## src/rtl/alu16_pkg.sv

```systemverilog
// alu16 shared constants: opcodes, flag bit positions, datapath width.
// Divide support is selected by the ALU_DIV_EN macro.
package alu16_pkg;

   localparam int W = 16;

   localparam logic [3:0] OP_NOP = 4'd0;
   localparam logic [3:0] OP_ADD = 4'd1;
   localparam logic [3:0] OP_SUB = 4'd2;
   localparam logic [3:0] OP_MUL = 4'd3;
   localparam logic [3:0] OP_DIV = 4'd4;
   localparam logic [3:0] OP_AND = 4'd5;
   localparam logic [3:0] OP_OR  = 4'd6;
   localparam logic [3:0] OP_XOR = 4'd7;
   localparam logic [3:0] OP_SHL = 4'd8;
   localparam logic [3:0] OP_SAR = 4'd9;

   localparam int FLAG_V = 2;
   localparam int FLAG_N = 1;
   localparam int FLAG_Z = 0;

endpackage

```

## src/rtl/alu16_div.sv

```systemverilog
// alu16_div: single-cycle signed restoring divider (truncating quotient).
// Only instantiated when ALU_DIV_EN is defined.
module alu16_div
   import alu16_pkg::*;
(
   input  logic [W-1:0] a,
   input  logic [W-1:0] b,
   output logic [W-1:0] quo,
   output logic [W-1:0] rem,
   output logic         dz,
   output logic         ovf
);

   logic [W-1:0] ua;
   logic [W-1:0] ub;
   logic [W-1:0] uq;
   logic [W:0]   r;

   // Divide magnitudes bit-serially, then restore signs; /0 passes A through.
   always_comb begin
      ua  = a[W-1] ? (~a + 1'b1) : a;
      ub  = b[W-1] ? (~b + 1'b1) : b;
      uq  = '0;
      r   = '0;
      for (int i = W - 1; i >= 0; i--) begin
         r = {r[W-1:0], ua[i]};
         if (r >= {1'b0, ub}) begin
            r     = r - {1'b0, ub};
            uq[i] = 1'b1;
         end
      end
      dz  = (b == '0);
      ovf = (a == 16'h8000) && (b == 16'hFFFF);
      quo = (a[W-1] ^ b[W-1]) ? (~uq + 1'b1) : uq;
      rem = a[W-1] ? (~r[W-1:0] + 1'b1) : r[W-1:0];
      if (dz) begin
         quo = '0;
         rem = a;
      end
   end

endmodule

```

## src/rtl/alu16.sv

```systemverilog
// alu16: 16-bit ALU, one-cycle registered result, high word and flags.
// Define ALU_DIV_EN to build the divider; otherwise DIV reports unsupported.
module alu16
   import alu16_pkg::*;
(
   input  logic         clk,
   input  logic         rst,
   input  logic [W-1:0] A,
   input  logic [W-1:0] B,
   input  logic [3:0]   ins,
   output logic [W-1:0] out,
   output logic [2:0]   flags,
   output logic [W-1:0] hi
);

   logic [W-1:0]   add_r;
   logic [W-1:0]   sub_r;
   logic [2*W-1:0] ea;
   logic [2*W-1:0] eb;
   logic [2*W-1:0] mul_r;
   logic [2*W-1:0] shl_r;
   logic [W-1:0]   sar_r;
   logic [W-1:0]   res;
   logic [W-1:0]   res_hi;
   logic           v;
   logic [2:0]     fl;

   assign add_r = A + B;
   assign sub_r = A - B;
   assign ea    = {{W{A[W-1]}}, A};
   assign eb    = {{W{B[W-1]}}, B};
   assign mul_r = ea * eb;
   assign shl_r = {{W{1'b0}}, A} << B[3:0];
   assign sar_r = $signed(A) >>> B[3:0];

`ifdef ALU_DIV_EN
   logic [W-1:0] d_quo;
   logic [W-1:0] d_rem;
   logic         d_dz;
   logic         d_ovf;

   alu16_div u_div (
      .a   (A),
      .b   (B),
      .quo (d_quo),
      .rem (d_rem),
      .dz  (d_dz),
      .ovf (d_ovf)
   );
`endif

   // Opcode decode: select result, high word and overflow.
   always_comb begin
      res    = '0;
      res_hi = '0;
      v      = 1'b0;
      case (ins)
         OP_ADD: begin
            res = add_r;
            v   = (A[W-1] == B[W-1]) && (add_r[W-1] != A[W-1]);
         end
         OP_SUB: begin
            res = sub_r;
            v   = (A[W-1] != B[W-1]) && (sub_r[W-1] != A[W-1]);
         end
         OP_MUL: begin
            res    = mul_r[W-1:0];
            res_hi = mul_r[2*W-1:W];
            v      = (mul_r[2*W-1:W-1] != '0) && (mul_r[2*W-1:W-1] != '1);
         end
         OP_DIV: begin
`ifdef ALU_DIV_EN
            res    = d_quo;
            res_hi = d_rem;
            v      = d_dz | d_ovf;
`else
            v      = 1'b1;
`endif
         end
         OP_AND: res = A & B;
         OP_OR:  res = A | B;
         OP_XOR: res = A ^ B;
         OP_SHL: begin
            res    = shl_r[W-1:0];
            res_hi = shl_r[2*W-1:W];
         end
         OP_SAR: res = sar_r;
         default: begin
            res    = '0;
            res_hi = '0;
            v      = 1'b0;
         end
      endcase
   end

   // Negative and zero always follow the selected result.
   always_comb begin
      fl         = '0;
      fl[FLAG_V] = v;
      fl[FLAG_N] = res[W-1];
      fl[FLAG_Z] = (res == '0);
   end

   // Output register; reset clears everything asynchronously.
   always_ff @(posedge clk or posedge rst) begin
      if (rst) begin
         out   <= '0;
         hi    <= '0;
         flags <= '0;
      end else begin
         out   <= res;
         hi    <= res_hi;
         flags <= fl;
      end
   end

endmodule

```

## config.mk

```make
export PLATFORM = sky130hd
export DESIGN_NAME = alu16
export DESIGN_NICKNAME = d
export VERILOG_FILES = /design/src/rtl/alu16_pkg.sv /design/src/rtl/alu16_div.sv /design/src/rtl/alu16.sv
export SDC_FILE = /design/constraint.sdc
export NUM_CORES = 1
export LEC_CHECK = 0
export CORE_ASPECT_RATIO = 0.9
export CORE_UTILIZATION = 55
export DETAILED_ROUTE_END_ITERATION = 8
export PLACE_DENSITY_LB_ADDON = 0.2
export SLEW_MARGIN = 5
export SYNTH_ARGS = -nofsm -noshare
export SYNTH_HDL_FRONTEND = slang
export SYNTH_SLANG_ARGS = --single-unit
```

## constraint.sdc

```tcl
create_clock -name clk -period 1.1 [get_ports clk]
set_clock_uncertainty 0.2 [all_clocks]
set_input_delay 0.11 -clock clk [delete_from_list [all_inputs] [get_ports clk]]
set_output_delay 0.11 -clock clk [all_outputs]
set_load 0.02 [all_outputs]
```

==> summary.json, run 1 <==
{
  "worst-endpoint-pin-kind": {"value": "sequential cell input"},
  "root_buffer": {"value": "clkbuf_16"},
  "failing_step": {"value": "global routing (5_1_grt)"},
  "post_synth_instance_area": {"value": 0.0146, "unit": "sq mm"},
  "groute.usage.overall": {"value": 0.639},
  "grt_start_max_net_pins": {"value": 35},
  "syn_avg_cell_area": {"value": 8.32, "unit": "sq um"},
  "run_status": {"value": "stopped before the end"},
  "synth.yosys.warnings": {"value": 0},
  "error": {"value": "[ERROR GRT-0232] Routing congestion too high. Check the congestion heatmap in the GUI."},
  "synth-seq-area-share": {"value": 0.0583},
  "starting_density_of_the_core": {"value": 0.560},
  "cts_buffers": {"value": 5},
  "clock_path_buffers": {"value": 2},
  "port_buffers": {"value": 72},
  "synth.ff_latch_count": {"value": 34},
  "die_width": {"value": 174, "unit": "um"},
  "clock_sinks": {"value": 34},
  "die_y": {"value": 156, "unit": "um"},
  "number_of_synthesized_flops_with_an_enable_pin": {"value": 0},
  "boundaryPins": {"value": 73},
  "share_of_the_synthesized_area_in_the_top_cell_type": {"value": 0.362},
  "yosys_most_used_dff": {"value": "dfrtp_1"},
  "place_hpwl": {"value": 48.9, "unit": "mm"},
  "gp_routability_congestion": {"value": 1.08},
  "postSynthNetCount": {"value": 2187},
  "std_cell_rows": {"value": 56},
  "worstEndpointGrtRepair": {"value": "flags[2]$_DFF_PP0_/D"},
  "yosys.cell_types.count": {"value": 73},
  "synthCells": {"value": 1754},
  "synth_area_leaders": {"value": "fa_1 (36%), ha_1 (11%), inv_1 (8.3%), dfrtp_1 (5.8%), nor2_1 (5.3%)"},
  "global_route.overflow_total": {"value": 10},
  "synth-async-reset-ratio": {"value": 1.00},
  "cts_max_level": {"value": 2},
  "synth.largest_area_cell": {"value": "fa_1"}
}
-- through the flow --
stage | instance area [sq um] | instances | utilization | hold WS [ps] | setup slack (ps)
3_3_place_gp | 19200 | 2531 | 0.737 | 269 | -5960
3_5_place_dp | 19200 | 2531 | 0.737 | 281 | -6080
2_1_floorplan | 15300 | 1754 | - | 51.6 | -5230
4_1_cts | 22400 | 2669 | 0.859 | -2.19 | -5120
-- timing repair --
| item | 4_1_cts |
|---|---|
| gates resized for setup | 769 |
| cloned | 7 |
| setup endpoints to repair | 69 |
| setup buffers | 130 |
| endpoints found under the hold margin | 20 |
| pin swaps | 179 |
-- Yosys cell counts (12+ instances only) --
master / number
nand3_1: 17
fa_1: 264
nor3_1: 17
ha_1: 131
clkinv_1: 13
nand2_1: 193
dfrtp_1: 34
clkbuf_1: 76
o21ai_0: 76
nand2b_1: 12
inv_1: 324
o211ai_1: 16
xnor2_1: 31
nor2_1: 205
mux2i_1: 20
a21oi_1: 76
o22ai_1: 12
-- cells by family after synthesis --
kind of cell / share of synthesized area
adder cells (fa/ha/maj): 0.475
buffers and inverters: 0.111
multiplexers: 0.0467
AND/OR/NAND/NOR: 0.153
flip-flops: 0.0583
XOR/XNOR: 0.0246
AO/OA/AOI/OAI: 0.132
-- metal layers --
metal,GRT overflow,GRT usage
met4,4,0.526
met2,6,0.857
met5,0,0.179
met1,0,0.685
met3,0,0.417
==> run 2, diff against run 1 <==
--- a/config.mk
+++ b/config.mk
@@ -5,10 +5,9 @@
 export SDC_FILE = /design/constraint.sdc
 export NUM_CORES = 1
 export LEC_CHECK = 0
-export CORE_ASPECT_RATIO = 0.9
-export CORE_UTILIZATION = 55
+export CORE_UTILIZATION = 40
 export DETAILED_ROUTE_END_ITERATION = 8
-export PLACE_DENSITY_LB_ADDON = 0.2
+export PLACE_DENSITY_LB_ADDON = 0.15
 export SLEW_MARGIN = 5
 export SYNTH_ARGS = -nofsm -noshare
 export SYNTH_HDL_FRONTEND = slang
==> summary.json, run 2 <==
{
  "run_status": {"value": "finished with violations"},
  "violations": {"value": "design-rule violations, negative hold slack, negative setup slack"},
  "worst_setup_path_type": {"value": "in2reg"},
  "setup_ws": {"value": -5050, "unit": "ps"},
  "synth.ff_latch_count": {"value": 34, "change": "unchanged"},
  "placeableCoreArea": {"value": 0.0357, "unit": "sq mm"},
  "largest-register": {"value": "hi"},
  "element_type_at_the_critical_path_end": {"value": "register"},
  "place_hpwl": {"value": 51.8, "unit": "mm", "change": "+5.9%"},
  "insertedDiodeCount": {"value": 0},
  "cp_delay_by_family_top": {"value": "adder cells"},
  "synth-async-reset-ratio": {"value": 1.00, "change": "unchanged"},
  "cts_max_level": {"value": 2, "change": "unchanged"},
  "cts_tree": {"value": "yes"},
  "setup_viol_count_final": {"value": 45},
  "hold_violations_final": {"value": 34},
  "met1Wirelength": {"value": 25.2, "unit": "mm"},
  "number_of_antenna_violations_at_the_first_check_in_global_routing": {"value": 0},
  "gp_routability_congestion": {"value": 0.998, "change": "-7.4%"},
  "groute.usage.overall": {"value": 0.357},
  "hold_ws": {"value": -19.4, "unit": "ps"},
  "yosys.cell_types.count": {"value": 73, "change": "unchanged"},
  "synth.largest_area_cell": {"value": "fa_1"},
  "crit_slowest_cell": {"value": "fa_1"},
  "worstMarginPinSlew": {"value": 813, "unit": "ps"},
  "std_cell_rows": {"value": 69, "change": "+23%"},
  "wire_length_of_the_first_global_routing_pass": {"value": 97.0, "unit": "mm"},
  "clock_sinks": {"value": 34, "change": "unchanged"},
  "starting_density_of_the_core": {"value": 0.408, "change": "-0.152"},
  "ant_nets": {"value": 0},
  "vias": {"value": 15400},
  "cp.buffers_inverters": {"value": 6},
  "detail_route.drc_violations": {"value": 10},
  "dieArea": {"value": 0.0372, "unit": "sq mm"},
  "post_drt_via_cell_ratio": {"value": 5.49},
  "cts_buffers": {"value": 5, "change": "unchanged"},
  "number_of_synthesized_flops_with_an_enable_pin": {"value": 0, "change": "unchanged"},
  "wire_length_on_met3": {"value": 4.39, "unit": "mm"},
  "worstPathArrival": {"value": 6120, "unit": "ps"},
  "report.final.slew_viol_count": {"value": 0},
  "yosys_most_used_dff": {"value": "dfrtp_1"},
  "biggestRegsByFlops": {"value": "hi: 16 flops, out: 15 flops, flags: 3 flops"},
  "top_layer_used": {"value": "met4"},
  "critical_path_rt": {"value": 1070, "unit": "ps"},
  "grt_start_max_net_pins": {"value": 36},
  "synth.yosys.warnings": {"value": 0, "change": "unchanged"},
  "wl_met2": {"value": 31.4, "unit": "mm"},
  "startpoint_type": {"value": "input pin"},
  "drt-total-wl": {"value": 65.4, "unit": "mm"},
  "postSynthNetCount": {"value": 2187, "change": "unchanged"},
  "first_global_vias": {"value": 16100},
  "detail_route.wl_per_cell": {"value": 23.2, "unit": "um"},
  "final_core_utilization": {"value": 0.656},
  "slew-limit-headroom": {"value": 0.455},
  "synth_commonest_cells": {"value": "inv_1 (324), fa_1 (264), nor2_1 (205)"},
  "worst_hold_path_type": {"value": "in2async"},
  "detail_route.first_pass.iterations": {"value": 9},
  "final.period_utilization": {"value": 5.59},
  "rsz0062_at_grt": {"value": "yes"},
  "fmax": {"value": 162, "unit": "MHz"},
  "mostFrequentLayoutCell": {"value": "buf_4"},
  "dpl_worst_slack": {"value": -6150, "unit": "ps", "change": "-72.2 ps"},
  "timing.critical_path.mode_cell": {"value": "fa_1"},
  "post_synth_instance_area": {"value": 0.0146, "unit": "sq mm", "change": "unchanged"},
  "setup-tns-final": {"value": -132970, "unit": "ps"},
  "die_y": {"value": 193, "unit": "um", "change": "+23%"},
  "clock_path_buffers": {"value": 2, "change": "unchanged"},
  "num-nets-final": {"value": 2787},
  "syn2layout_area_growth": {"value": 60.8, "unit": "%"},
  "boundaryPins": {"value": 73, "change": "unchanged"},
  "largest_register_ffs": {"value": 16},
  "period_needed": {"value": 6150, "unit": "ps"},
  "drive_gt1_frac": {"value": 0.465},
  "critical_path.max_fanout": {"value": 4},
  "port_buffers": {"value": 72, "change": "unchanged"},
  "critical_path.max_stage_delay": {"value": 540, "unit": "ps"},
  "syn_avg_cell_area": {"value": 8.32, "unit": "sq um", "change": "unchanged"},
  "share_of_the_synthesized_area_in_the_top_cell_type": {"value": 0.362, "change": "unchanged"},
  "die_width": {"value": 193, "unit": "um", "change": "+11%"},
  "root_buffer": {"value": "clkbuf_16"},
  "mostFrequentLayoutCells": {"value": "buf_4 (490), inv_1 (257), fa_1 (241)"},
  "synth_area_leaders": {"value": "fa_1 (36%), ha_1 (11%), inv_1 (8.3%), dfrtp_1 (5.8%), nor2_1 (5.3%)"},
  "cap_viol_max_count": {"value": 0},
  "synth-seq-area-share": {"value": 0.0583, "change": "unchanged"},
  "synthCells": {"value": 1754, "change": "unchanged"},
  "path_clk_slew": {"value": 60, "unit": "ps"},
  "drtIter0Drc": {"value": 1281},
  "worstPathCellList": {"value": "buf_4, clkinvlp_4, buf_4, nor2_2, fa_1, fa_1, fa_1, fa_1, fa_1, inv_1, fa_1, inv_2, ha_4, a211oi_4, o211ai_1, a221o_1, or2_4, o211ai_1, buf_4, and4_1, nand4_1, o41ai_2, o21ai_1"},
  "global_route.overflow_total": {"value": 0},
  "most_frequent_cell_after_synthesis": {"value": "inv_1"}
}
[run 2: cell counts after synthesis]
Identical to the previous run, type by type.
[run 2: path summary, 6_finish.rpt]
| path | from | end | slack [ps] | depth (start not counted) |
|---|---|---|---|---|
| max | A[14] | flags[2]$_DFF_PP0_ | -5050 | 23 |
| min | rst | out[7]$_DFF_PP0_ | -20 | 3 |
| max in group asynchronous | rst | hi[14]$_DFF_PP0_ | 530 | 3 |
| min in group clk | ins[3] | out[0]$_DFF_PP0_ | 270 | 3 |
[run 2: what timing repair did]
action	CTS	global route
resized for setup	588	398
hold endpoints to repair	27	0
pin swaps	141	203
cloned	4	0
endpoints found under the setup margin	69	69
buffers inserted	122	66
[run 2: through the flow]
stage / instances / cell area [sq um]
after global placement: 2662 / 19600
after CTS: 2782 / 22200
after floorplan: 1754 / 15300
after global routing: 2815 / 23500
final: 2815 / 23500
after detailed placement: 2662 / 19600
[run 2: final cells by class]
class	count	area, sq um
tap	461	577
timing repair inverter	2	15.0
sequential	34	851
clock inverter	2	10.0
clock buffer	5	125
multi-input combinational	1292	14300
inverter	337	1410
fill	2922	12300
timing repair buffer	682	6190
[run 2: layer usage]
metal  vias to the layer above  track usage
li1                       6836            -
met1                      7743        0.446
met2                       647        0.597
met3                       216       0.0480
met4                         0        0.196
met5                         -            0
[run 2: cells by family (layout without fill, tap and decap cells)]
logic type / count (synthesis) / after routing / share of synthesized area
and+or+nand+nor: 515 / 515 / 0.153
buffers and inverters: 428 / 1028 / 0.111
adders and majority gates: 395 / 395 / 0.475
AOI/OAI and AO/OA: 296 / 296 / 0.132
muxes: 45 / 45 / 0.0467
xor gates and xnor gates: 41 / 41 / 0.0246
DFF: 34 / 34 / 0.0583
Power of run 2 is not shown: default switching activity piles up to over one toggle a cycle in this logic, so the estimate is an artifact.
==> run 3, diff against run 2 <==
--- a/config.mk
+++ b/config.mk
@@ -5,6 +5,8 @@
 export SDC_FILE = /design/constraint.sdc
 export NUM_CORES = 1
 export LEC_CHECK = 0
+export ABC_AREA = 1
+export CORE_MARGIN = 1
 export CORE_UTILIZATION = 40
 export DETAILED_ROUTE_END_ITERATION = 8
 export PLACE_DENSITY_LB_ADDON = 0.15
==> summary.json, run 3 <==
{
  "run_status": {"value": "finished with violations"},
  "violations": {"value": "negative hold slack, negative setup slack"},
  "grt_start_max_net_pins": {"value": 37, "change": "+2.8%"},
  "report.final.slew_viol_count": {"value": 0, "change": "unchanged"},
  "element_type_at_the_critical_path_end": {"value": "register"},
  "cts_max_level": {"value": 2, "change": "unchanged"},
  "worstPathArrival": {"value": 5610, "unit": "ps", "change": "-510 ps"},
  "rsz0062_at_grt": {"value": "yes"},
  "fillerInstances": {"value": 3421, "change": "+17%"},
  "synth-seq-area-share": {"value": 0.0521, "change": "-0.00621"},
  "synth.yosys.warnings": {"value": 0, "change": "unchanged"},
  "setup_ws": {"value": -4520, "unit": "ps", "change": "+531 ps"},
  "gp_routability_congestion": {"value": 1.02, "change": "+2.5%"},
  "drt-total-wl": {"value": 75.5, "unit": "mm", "change": "+15%"},
  "cap_viol_max_count": {"value": 0, "change": "unchanged"},
  "global_route.overflow_total": {"value": 0, "change": "unchanged"},
  "period_needed": {"value": 5620, "unit": "ps", "change": "-531 ps"},
  "syn_avg_cell_area": {"value": 6.76, "unit": "sq um", "change": "-19%"},
  "yosys.cell_types.count": {"value": 53, "change": "-27%"},
  "boundaryPins": {"value": 73, "change": "unchanged"},
  "crit_slowest_cell": {"value": "fa_2"},
  "starting_density_of_the_core": {"value": 0.408, "change": "about the same"},
  "critical_path.max_stage_delay": {"value": 580, "unit": "ps", "change": "+40 ps"},
  "die_width": {"value": 204, "unit": "um", "change": "+5.7%"},
  "cts_buffers": {"value": 5, "change": "unchanged"},
  "worst_hold_path_type": {"value": "in2async"},
  "groute.usage.overall": {"value": 0.362, "change": "+0.00559"},
  "most_frequent_cell_after_synthesis": {"value": "nand2_1"},
  "clock_sinks": {"value": 34, "change": "unchanged"},
  "detail_route.drc_violations": {"value": 0, "change": "-10"},
  "startpoint_type": {"value": "input pin"},
  "synth_area_leaders": {"value": "fa_1 (32%), nand2_1 (15%), inv_1 (14%), ha_1 (10%), dfrtp_1 (5.2%)"},
  "setup_viol_count_final": {"value": 57, "change": "+27%"},
  "worst_setup_path_type": {"value": "in2reg"},
  "ant_nets": {"value": 0, "change": "unchanged"},
  "dieArea": {"value": 0.0416, "unit": "sq mm", "change": "+12%"},
  "detail_route.first_pass.iterations": {"value": 7, "change": "-2"},
  "final.period_utilization": {"value": 5.11, "change": "-0.483"},
  "place_hpwl": {"value": 59.4, "unit": "mm", "change": "+15%"},
  "std_cell_rows": {"value": 73, "change": "+5.8%"},
  "synth_commonest_cells": {"value": "nand2_1 (661), inv_1 (600), fa_1 (264)"},
  "insertedDiodeCount": {"value": 0, "change": "unchanged"},
  "biggestRegsByFlops": {"value": "hi: 16 flops, out: 15 flops, flags: 3 flops"},
  "synthCells": {"value": 2413, "change": "+38%"},
  "yosys_most_used_dff": {"value": "dfrtp_1"},
  "number_of_antenna_violations_at_the_first_check_in_global_routing": {"value": 0, "change": "unchanged"},
  "synth.largest_area_cell": {"value": "fa_1"},
  "timing.critical_path.mode_cell": {"value": "nand2_1"},
  "fmax": {"value": 178, "unit": "MHz", "change": "+9.4%"},
  "drive_gt1_frac": {"value": 0.437, "change": "-0.0280"},
  "mostFrequentLayoutCells": {"value": "nand2_1 (473), buf_4 (473), inv_1 (470)"},
  "die_y": {"value": 204, "unit": "um", "change": "+5.7%"},
  "synth-async-reset-ratio": {"value": 1.00, "change": "unchanged"},
  "placeableCoreArea": {"value": 0.0400, "unit": "sq mm", "change": "+12%"},
  "num-nets-final": {"value": 3453, "change": "+24%"},
  "largest-register": {"value": "hi"},
  "postSynthNetCount": {"value": 2846, "change": "+30%"},
  "detail_route.wl_per_cell": {"value": 21.3, "unit": "um", "change": "-8.3%"},
  "drtIter0Drc": {"value": 1436, "change": "+12%"},
  "syn2layout_area_growth": {"value": 59.8, "unit": "%"},
  "path_clk_slew": {"value": 60, "unit": "ps", "change": "about the same"},
  "root_buffer": {"value": "clkbuf_16"},
  "hold_ws": {"value": -45.8, "unit": "ps", "change": "-26.4 ps"},
  "worstMarginPinSlew": {"value": 550, "unit": "ps", "change": "-262 ps"},
  "dpl_worst_slack": {"value": -5360, "unit": "ps", "change": "+789 ps"},
  "critical_path.max_fanout": {"value": 6, "change": "+2"},
  "number_of_synthesized_flops_with_an_enable_pin": {"value": 0, "change": "unchanged"},
  "wire_length_of_the_first_global_routing_pass": {"value": 111, "unit": "mm", "change": "+14%"},
  "hold_violations_final": {"value": 34, "change": "unchanged"},
  "slew-limit-headroom": {"value": 0.632, "change": "+0.176"},
  "register_area": {"value": 851, "unit": "sq um", "change": "unchanged"},
  "synth.ff_latch_count": {"value": 34, "change": "unchanged"},
  "critical_path_rt": {"value": 1090, "unit": "ps", "change": "+20 ps"},
  "post_drt_via_cell_ratio": {"value": 5.15, "change": "-6.1%"},
  "port_buffers": {"value": 72, "change": "unchanged"},
  "cts_tree": {"value": "yes"},
  "vias": {"value": 18300, "change": "+18%"},
  "first_global_vias": {"value": 18800, "change": "+17%"},
  "multiInputGateArea": {"value": 0.0153, "unit": "sq mm", "change": "+7.3%"},
  "clock_path_buffers": {"value": 2, "change": "unchanged"},
  "largest_register_ffs": {"value": 16, "change": "unchanged"},
  "share_of_the_synthesized_area_in_the_top_cell_type": {"value": 0.324, "change": "-0.0385"},
  "post_synth_instance_area": {"value": 0.0163, "unit": "sq mm", "change": "+12%"}
}
## run 3: how the worst max path moves through the flow
| stage | start | end | slack, ps |
|---|---|---|---|
| floorplan | B[2] | flags[2]$_DFF_PP0_ | -4250 |
| global placement | A[14] | flags[2]$_DFF_PP0_ | -5370 |
| detailed placement | A[14] | flags[2]$_DFF_PP0_ | -5360 |
| CTS | A[7] | flags[2]$_DFF_PP0_ | -4530 |
| global route | A[15] | flags[2]$_DFF_PP0_ | -4740 |
| finish | B[15] | flags[2]$_DFF_PP0_ | -4520 |
## run 3: repair_timing
item                                   4_1_cts  5_1_grt
cloned                                       9        6
setup endpoints to repair                   69       69
resized for setup                          744      412
endpoints found under the hold margin       34       17
pin swaps                                  219      258
setup buffers                               79       77
## run 3: cell families (layout without fill, tap and decap cells)
| group | after synthesis | after routing | share of synthesized area |
|---|---|---|---|
| xor+xnor | 17 | 17 | 0.00912 |
| simple gates | 1030 | 1030 | 0.263 |
| compound gates | 223 | 223 | 0.0792 |
| mux | 3 | 3 | 0.00207 |
| buf+inv | 711 | 1318 | 0.170 |
| flops | 34 | 34 | 0.0521 |
| fa+ha+maj | 395 | 395 | 0.424 |
## run 3: per-layer routing
| layer | GRT usage | vias to the layer above | share of wire |
|---|---|---|---|
| met1 | 0.468 | 8955 | 0.41 |
| li1 | - | 8412 | - |
| met2 | 0.594 | 739 | 0.46 |
| met5 | 0 | - | 0 |
| met4 | 0.134 | 0 | 0.045 |
| met3 | 0.0773 | 160 | 0.082 |
## run 3: worst max-delay path: cells and delay by family
family	cells	cell delay, ps
fa+ha+maj	7	3290
simple gates	16	1310
buf+inv	6	700
compound gates	1	190
## run 3: cell type report
class / instances / share of cell area
Clock buffer: 5 / 0.00480
Clock inverter: 2 / 0.000384
Inverter: 613 / 0.0897
Multi-Input combinational cell: 1668 / 0.587
Sequential cell: 34 / 0.0326
Tap cell: 525 / 0.0252
Timing Repair Buffer: 698 / 0.260
## run 3: stage by stage
step	cell area, sq um	std cells	util	setup TNS, ps
2_1_floorplan	17300	2413	-	-113150
3_3_place_gp	21700	3390	0.544	-158870
3_5_place_dp	21700	3390	0.544	-159350
4_1_cts	24300	3478	0.607	-128030
5_1_grt	26100	3545	0.652	-131390
6_report	26100	3545	0.652	-126720
Power of run 3 is left out for the same reason.
